**src/rtl/sram_array_ctrl.sv**
```systemverilog
// Precharge -> wordline -> write-drive/sense sequencer for a small 6T SRAM array.
// Array-facing strobes are decoded from the state, so they never overlap and drop the cycle after reset.
module sram_array_ctrl #(
    parameter int ADDR_W  = 2,
    parameter int DATA_W  = 4,
    parameter int PRE_CYC = 1,
    parameter int WL_CYC  = 2
) (
    input  logic                     clk,
    input  logic                     rst,
    input  logic                     req,
    input  logic                     we,
    input  logic [ADDR_W-1:0]        addr,
    input  logic [DATA_W-1:0]        wdata,
    input  logic [DATA_W-1:0]        bl_sense,
    output logic                     bl_pre,
    output logic [(2**ADDR_W)-1:0]   wl,
    output logic                     wr_drv,
    output logic [DATA_W-1:0]        bl_wdata,
    output logic                     sae,
    output logic [DATA_W-1:0]        rdata,
    output logic                     busy,
    output logic                     ack
);

    localparam int CNT_MAX = (PRE_CYC > WL_CYC) ? PRE_CYC : WL_CYC;
    localparam int CNT_W   = (CNT_MAX > 1) ? $clog2(CNT_MAX) : 1;
    localparam logic [CNT_W-1:0] PRE_LAST = CNT_W'(PRE_CYC - 1);
    localparam logic [CNT_W-1:0] WL_LAST  = CNT_W'(WL_CYC - 1);

    typedef enum logic [1:0] {
        IDLE = 2'd0,
        PRE  = 2'd1,
        ACC  = 2'd2,
        DONE = 2'd3
    } state_t;

    state_t              state_q, state_d;
    logic [CNT_W-1:0]    cnt_q, cnt_d;
    logic                we_q, we_d;
    logic [ADDR_W-1:0]   addr_q, addr_d;
    logic [DATA_W-1:0]   wdata_q, wdata_d;
    logic [DATA_W-1:0]   rdata_q, rdata_d;

    always_ff @(posedge clk) begin
        if (rst) begin
            state_q <= IDLE;
            cnt_q   <= '0;
            we_q    <= 1'b0;
            addr_q  <= '0;
            wdata_q <= '0;
            rdata_q <= '0;
        end else begin
            state_q <= state_d;
            cnt_q   <= cnt_d;
            we_q    <= we_d;
            addr_q  <= addr_d;
            wdata_q <= wdata_d;
            rdata_q <= rdata_d;
        end
    end

    // Request fields are captured only on acceptance, so changes while busy have no effect.
    always_comb begin
        state_d  = state_q;
        cnt_d    = cnt_q;
        we_d     = we_q;
        addr_d   = addr_q;
        wdata_d  = wdata_q;
        rdata_d  = rdata_q;
        bl_pre   = 1'b0;
        wl       = '0;
        wr_drv   = 1'b0;
        bl_wdata = '0;
        sae      = 1'b0;
        busy     = 1'b0;
        ack      = 1'b0;

        case (state_q)
            IDLE: begin
                if (req) begin
                    state_d = PRE;
                    cnt_d   = '0;
                    we_d    = we;
                    addr_d  = addr;
                    wdata_d = wdata;
                end
            end
            PRE: begin
                busy   = 1'b1;
                bl_pre = 1'b1;
                if (cnt_q == PRE_LAST) begin
                    state_d = ACC;
                    cnt_d   = '0;
                end else begin
                    cnt_d = cnt_q + CNT_W'(1);
                end
            end
            ACC: begin
                busy         = 1'b1;
                wl[addr_q]   = 1'b1;
                if (we_q) begin
                    wr_drv   = 1'b1;
                    bl_wdata = wdata_q;
                end else if (cnt_q == WL_LAST) begin
                    // Sense only once the bitline split has had the full wordline window to develop.
                    sae     = 1'b1;
                    rdata_d = bl_sense;
                end
                if (cnt_q == WL_LAST) begin
                    state_d = DONE;
                    cnt_d   = '0;
                end else begin
                    cnt_d = cnt_q + CNT_W'(1);
                end
            end
            DONE: begin
                busy    = 1'b1;
                ack     = 1'b1;
                state_d = IDLE;
                cnt_d   = '0;
            end
            default: begin
                state_d = IDLE;
                cnt_d   = '0;
            end
        endcase
    end

    assign rdata = rdata_q;

endmodule

```
**config.mk**
```make
export PLATFORM = sky130hd
export DESIGN_NAME = sram_array_ctrl
export DESIGN_NICKNAME = d
export VERILOG_FILES = /design/src/rtl/sram_array_ctrl.sv
export SDC_FILE = /design/constraint.sdc
export NUM_CORES = 1
export LEC_CHECK = 0
export ABC_AREA = 1
export ABC_CLOCK_PERIOD_IN_PS = 2850
export CORE_UTILIZATION = 40
export CTS_CLUSTER_DIAMETER = 200
export DETAILED_ROUTE_END_ITERATION = 8
export PLACE_DENSITY = 0.77
export SYNTH_ARGS = -nofsm -noshare
export SYNTH_HDL_FRONTEND = slang
export SYNTH_SLANG_ARGS = --single-unit
```
**constraint.sdc**
```tcl
create_clock -name clk -period 2.85 [get_ports clk]
set_input_delay 0.855 -clock clk [delete_from_list [all_inputs] [get_ports clk]]
set_output_delay 0.855 -clock clk [all_outputs]
set_load 0.02 [all_outputs]
```
# ---- Word level (Yosys, flattened, before mapping)
# Cells that the tools add are included.
dict set report word_totals {
  regBits 14
  wordCells 43
  inputBits 14
}
dict set report classes {
  n_lt_le_gt_ge 2
  n_addsub 1
  n_reduce_logical 6
  n_mux 21
  bitwise_logic 1
  eq_ne 6
}
# operator n
set op_table {}
lappend op_table {{$mux 1} 12}
lappend op_table {{$mux 4} 3}
lappend op_table {{$pmux 2 s4} 1}
lappend op_table {{$mux 2} 3}
lappend op_table {{$ne 2x2->1 const B} 3}
lappend op_table {{$reduce_and 3->1} 2}
lappend op_table {{$eq 2x2->1 const B} 2}
lappend op_table {{$pmux 1 s4} 1}
lappend op_table {{$lt 2x3->1 const B} 1}
lappend op_table {{$reduce_or 3->1} 1}
lappend op_table {{$demux 1 s2} 1}
lappend op_table {{$eq 2x1->1 const B} 1}
lappend op_table {{$ge 2x1->1 const B} 1}
lappend op_table {{$logic_not 2->1} 1}
lappend op_table {{$reduce_and 2->1} 1}
lappend op_table {{$add 1x1->1 const B} 1}
lappend op_table {{$logic_and 1x1->1} 1}
lappend op_table {{$not 1->1} 1}

# ---- Logic depth before layout (Yosys ltp)
dict set report logic_depth {
  ltp_word 5
  depth_mapped 7
  ltp_nobuf 7
}

# ---- Worst setup path after synthesis
# No wires, ideal clock.
dict set report synth_path {
  kind {reg2out}
  start {register state_q[0]}
  end {output wl[0]}
  t_required_ns 1.995
  arrival_time_ns 1.264
  path_slack_ns 0.731
  path_stages_with_launch 5
  path_cell_list {dfxtp_1 -> inv_1 -> ha_1 -> inv_1 -> nor3_1}
}
dict set report synth_between {
  elab_chain_len 2
}
# item line_no
set synth_rtl {}
lappend synth_rtl {{start: declaration} 38} ;# state_t state_q, state_d;
lappend synth_rtl {{start signal: assignment} 54} ;# state_q <= state_d;
lappend synth_rtl {{$eq 2x2->1} 79} ;# case (state_q)
lappend synth_rtl {{$mux 4} 79}
lappend synth_rtl {{end: declaration} 17} ;# output logic [(2**ADDR_W)-1:0] wl,
# No other way between the ends.

# ---- Worst setup path after layout
dict set report layout_path {
  start {register state_q[0]}
  end {output sae}
}
dict set report layout_between {
  elab_chain_len 2
}
# item line_no
set layout_rtl {}
lappend layout_rtl {{$eq 2x2->1} 79}
lappend layout_rtl {{$mux 1} 79}
lappend layout_rtl {{end: declaration} 20} ;# output logic sae,
# No other way between the ends.

==> key figures <==
Detailed routing
  – Via count of the routed design: 680
  – Met3 Wirelength: 121 µm
  – DRT antenna net count: 0
  – Via-per-instance ratio: 4.79
  – Routed wirelength normalized by instance count: 11.5 µm
  – Uppermost layer routed: met4
  – Routed wire length: 1630 µm
  – Detailed Routing Iterations Pass 1: 6
  – Met2 Routed Length: 742 µm
  – DRC Markers: 4
  – Wl on met1: 729 µm
  – DRT iter0 DRCs: 14

Timing
  – Min cycle time layout: 2650 ps
  – Slew Viols, Final: 0
  – TNS Setup: 0 ps
  – Worst Tran Pin Value: 230 ps
  – Fmax: 378 MHz
  – Final setup violation count: 0
  – RSZ-0062 raised after global routing: no
  – Final Skew: 1.81 ps
  – Fin crit share: 92.9%
  – Max-slew headroom: 84.6%
  – Worst setup margin: 202 ps
  – Final Hold Fails: 0

Clocking
  – CTS Root Cell: clkbuf_4
  – Num CTS Buffers: 3
  – Clk_lat worst skew: 280 ps
  – Clock slew at reported path FFs: 90 ps
  – CTS tree: done
  – Clock Path Buffers: 2
  – Post-CTS Setup Bufs: 0
  – Clock tree sinks: 14
  – H-Tree Depth: 1

Final layout
  – Fin util: 67.9%
  – Share of cells above drive strength 1: 11.1%
  – Area of the multi-input gates: 344 µm²
  – Filler cell count in the final layout: 138
  – N_diodes: 0
  – Sequential cell area: 280 µm²
  – P&R area growth vs syn: 51.3%
  – Fin cells: 142
  – Final nets: 147

Yosys
  – Synth top area share: 39.6%
  – Cells after Synth: 94
  – #FFs+latches synth: 14
  – Synth async-reset ratio: 0%
  – Post-synthesis sequential area ratio: 39.6%
  – Post-synth net total: 114
  – Library cells used by synthesis: 19
  – Top-count cell post-synth: nor2_1
  – Ys flop type: dfxtp_1
  – Number of synthesized flops with an enable pin: 0
  – Most frequent cells after synthesis: nor2_1 (15), dfxtp_1 (14), inv_1 (13)
  – Synthesized area: 707 µm²
  – Largest cells by area after synthesis: dfxtp_1 (40%), ha_1 (11%), nor2_1 (8.0%), inv_1 (6.9%), a21oi_1 (6.4%)
  – YS warnings: 0
  – Synth Area per Inst: 7.52 µm²
  – Largest area contributor in the netlist: dfxtp_1

Placed design
  – Pre-CTS WS: 330 ps
  – RD Place Congestion: 0.853
  – Dpl hpwl: 1210 µm
  – PortBufs: 30
  – Dpl cells: 138

Worst hold path
  – Hold crit path type: register to register

Pwr
  – Switching portion of total power: 39.8%
  – Comb pwr share: 45.9%
  – Part of the power in the clock network: 18.5%
  – Seq pwr share: 35.6%
  – Int Pwr: 0.472 mW
  – PD cells: 733 nW/µm²
  – LEAKAGE: 0.594 nW
  – VDD IR-drop max: 506 µV
  – NetSw: 0.312 mW

GRT
  – Global-route wire length before repair: 2620 µm
  – Vias in the first global route: 616
  – Gr usage total: 18.8%
  – Largest net degree at the start of global routing: 15
  – Initial antenna violation count: 0
  – Global route overflow: 0

Setup path
  – Setup Crit Path Kind: register to output pin
  – Setup crit end kind: output pin
  – CP Max Fanout: 5
  – WP data required: 2000 ps
  – Crit path launch type: register
  – Crit path DAT: 1790 ps

Floorplan
  – IO Count: 31
  – Die height: 44.0 µm
  – Die ar.: 1940 µm²
  – Initial Util: 44.8%
  – Row count: 14
  – CORE AREA: 1580 µm²
  – Chip width: 44.0 µm

Flow run
  – Max capacitance violation total: 0

Status
  – Violated checks: design-rule violations
  – Status: finished with violations
==> registers in the layout, indices dropped and copies added, names as in the netlist <==
signal / count
rdata: 4
we_q: 1
addr_q: 2
wdata_q: 4
state_q: 2
cnt_q: 1
==> logic make-up after synthesis <==
group	Yosys count	synth area share, %
AOI/OAI and AO/OA	21	15.4
adders and majority gates	6	10.6
buffers and inverters	19	12.0
DFF	14	39.6
and+or+nand+nor	34	22.3
==> critical path: stages, from the launching register on <==
cell and delay, ps:
dfxtp_1 330, inv_1 150, ha_2 270, nand2_4 100, clkinv_4 70, clkdlybuf4s50_1 590
==> cells in the final DEF (no fill, tap or decap), types with 5 or more instances in the layout <==
cell              n
clkdlybuf4s50_1  22
nor2_1           15
dfxtp_1          14
inv_1            13
a21oi_1           9
nand2_1           8
dlymetal6s2s_1    8
o21ai_1           7
ha_1              5
==> final timing paths <==
check                                 from         end  slack, ps  cells past startpoint
worst min-delay path            wdata_q[2]  wdata_q[2]        460                      2
worst min register to register  wdata_q[2]  wdata_q[2]        460                      2
worst max register to register  state_q[0]  wdata_q[3]       1540                      5
worst max-delay path            state_q[0]         sae        200                      5
==> timing repair <==
item / in CTS / in global routing
hold buffers: 0 / 0
resized for setup: 0 / 9
setup endpoints to repair: 0 / 8
==> power groups by stage <==
stage | clock [mW] | combinational [mW] | sequential (mW)
2_1_floorplan | 0 | 0.244 | 0.283
3_3_place_gp | 0 | 0.350 | 0.281
3_5_place_dp | 0 | 0.359 | 0.283
4_1_cts | 0.153 | 0.362 | 0.278
5_1_grt | 0.158 | 0.402 | 0.284
6_report | 0.145 | 0.360 | 0.279
==> metrics by stage <==
step	power [mW]	hold slack (ps)	cell area [µm²]
floorplan	0.527	429	707
global placement	0.630	439	1010
detailed placement	0.642	448	1010
CTS	0.793	461	1050
global route	0.844	487	1070
finish	0.784	458	1070
==> per-layer routing <==
layer | vias up | track usage (%)
met3 | 5 | 5.31
met1 | 289 | 22.8
met5 | - | 0
met4 | 0 | 10.9
li1 | 361 | -
met2 | 25 | 29.7
==> area by class of cell <==
type	instances	share of cell area, %
Multi-Input combinational cell	61	32.2
Timing Repair Buffer	30	29.9
Tap cell	16	1.87
Clock buffer	4	3.39
Inverter	17	6.43
Sequential cell	14	26.2
Power figures use the tool's default switching activity.
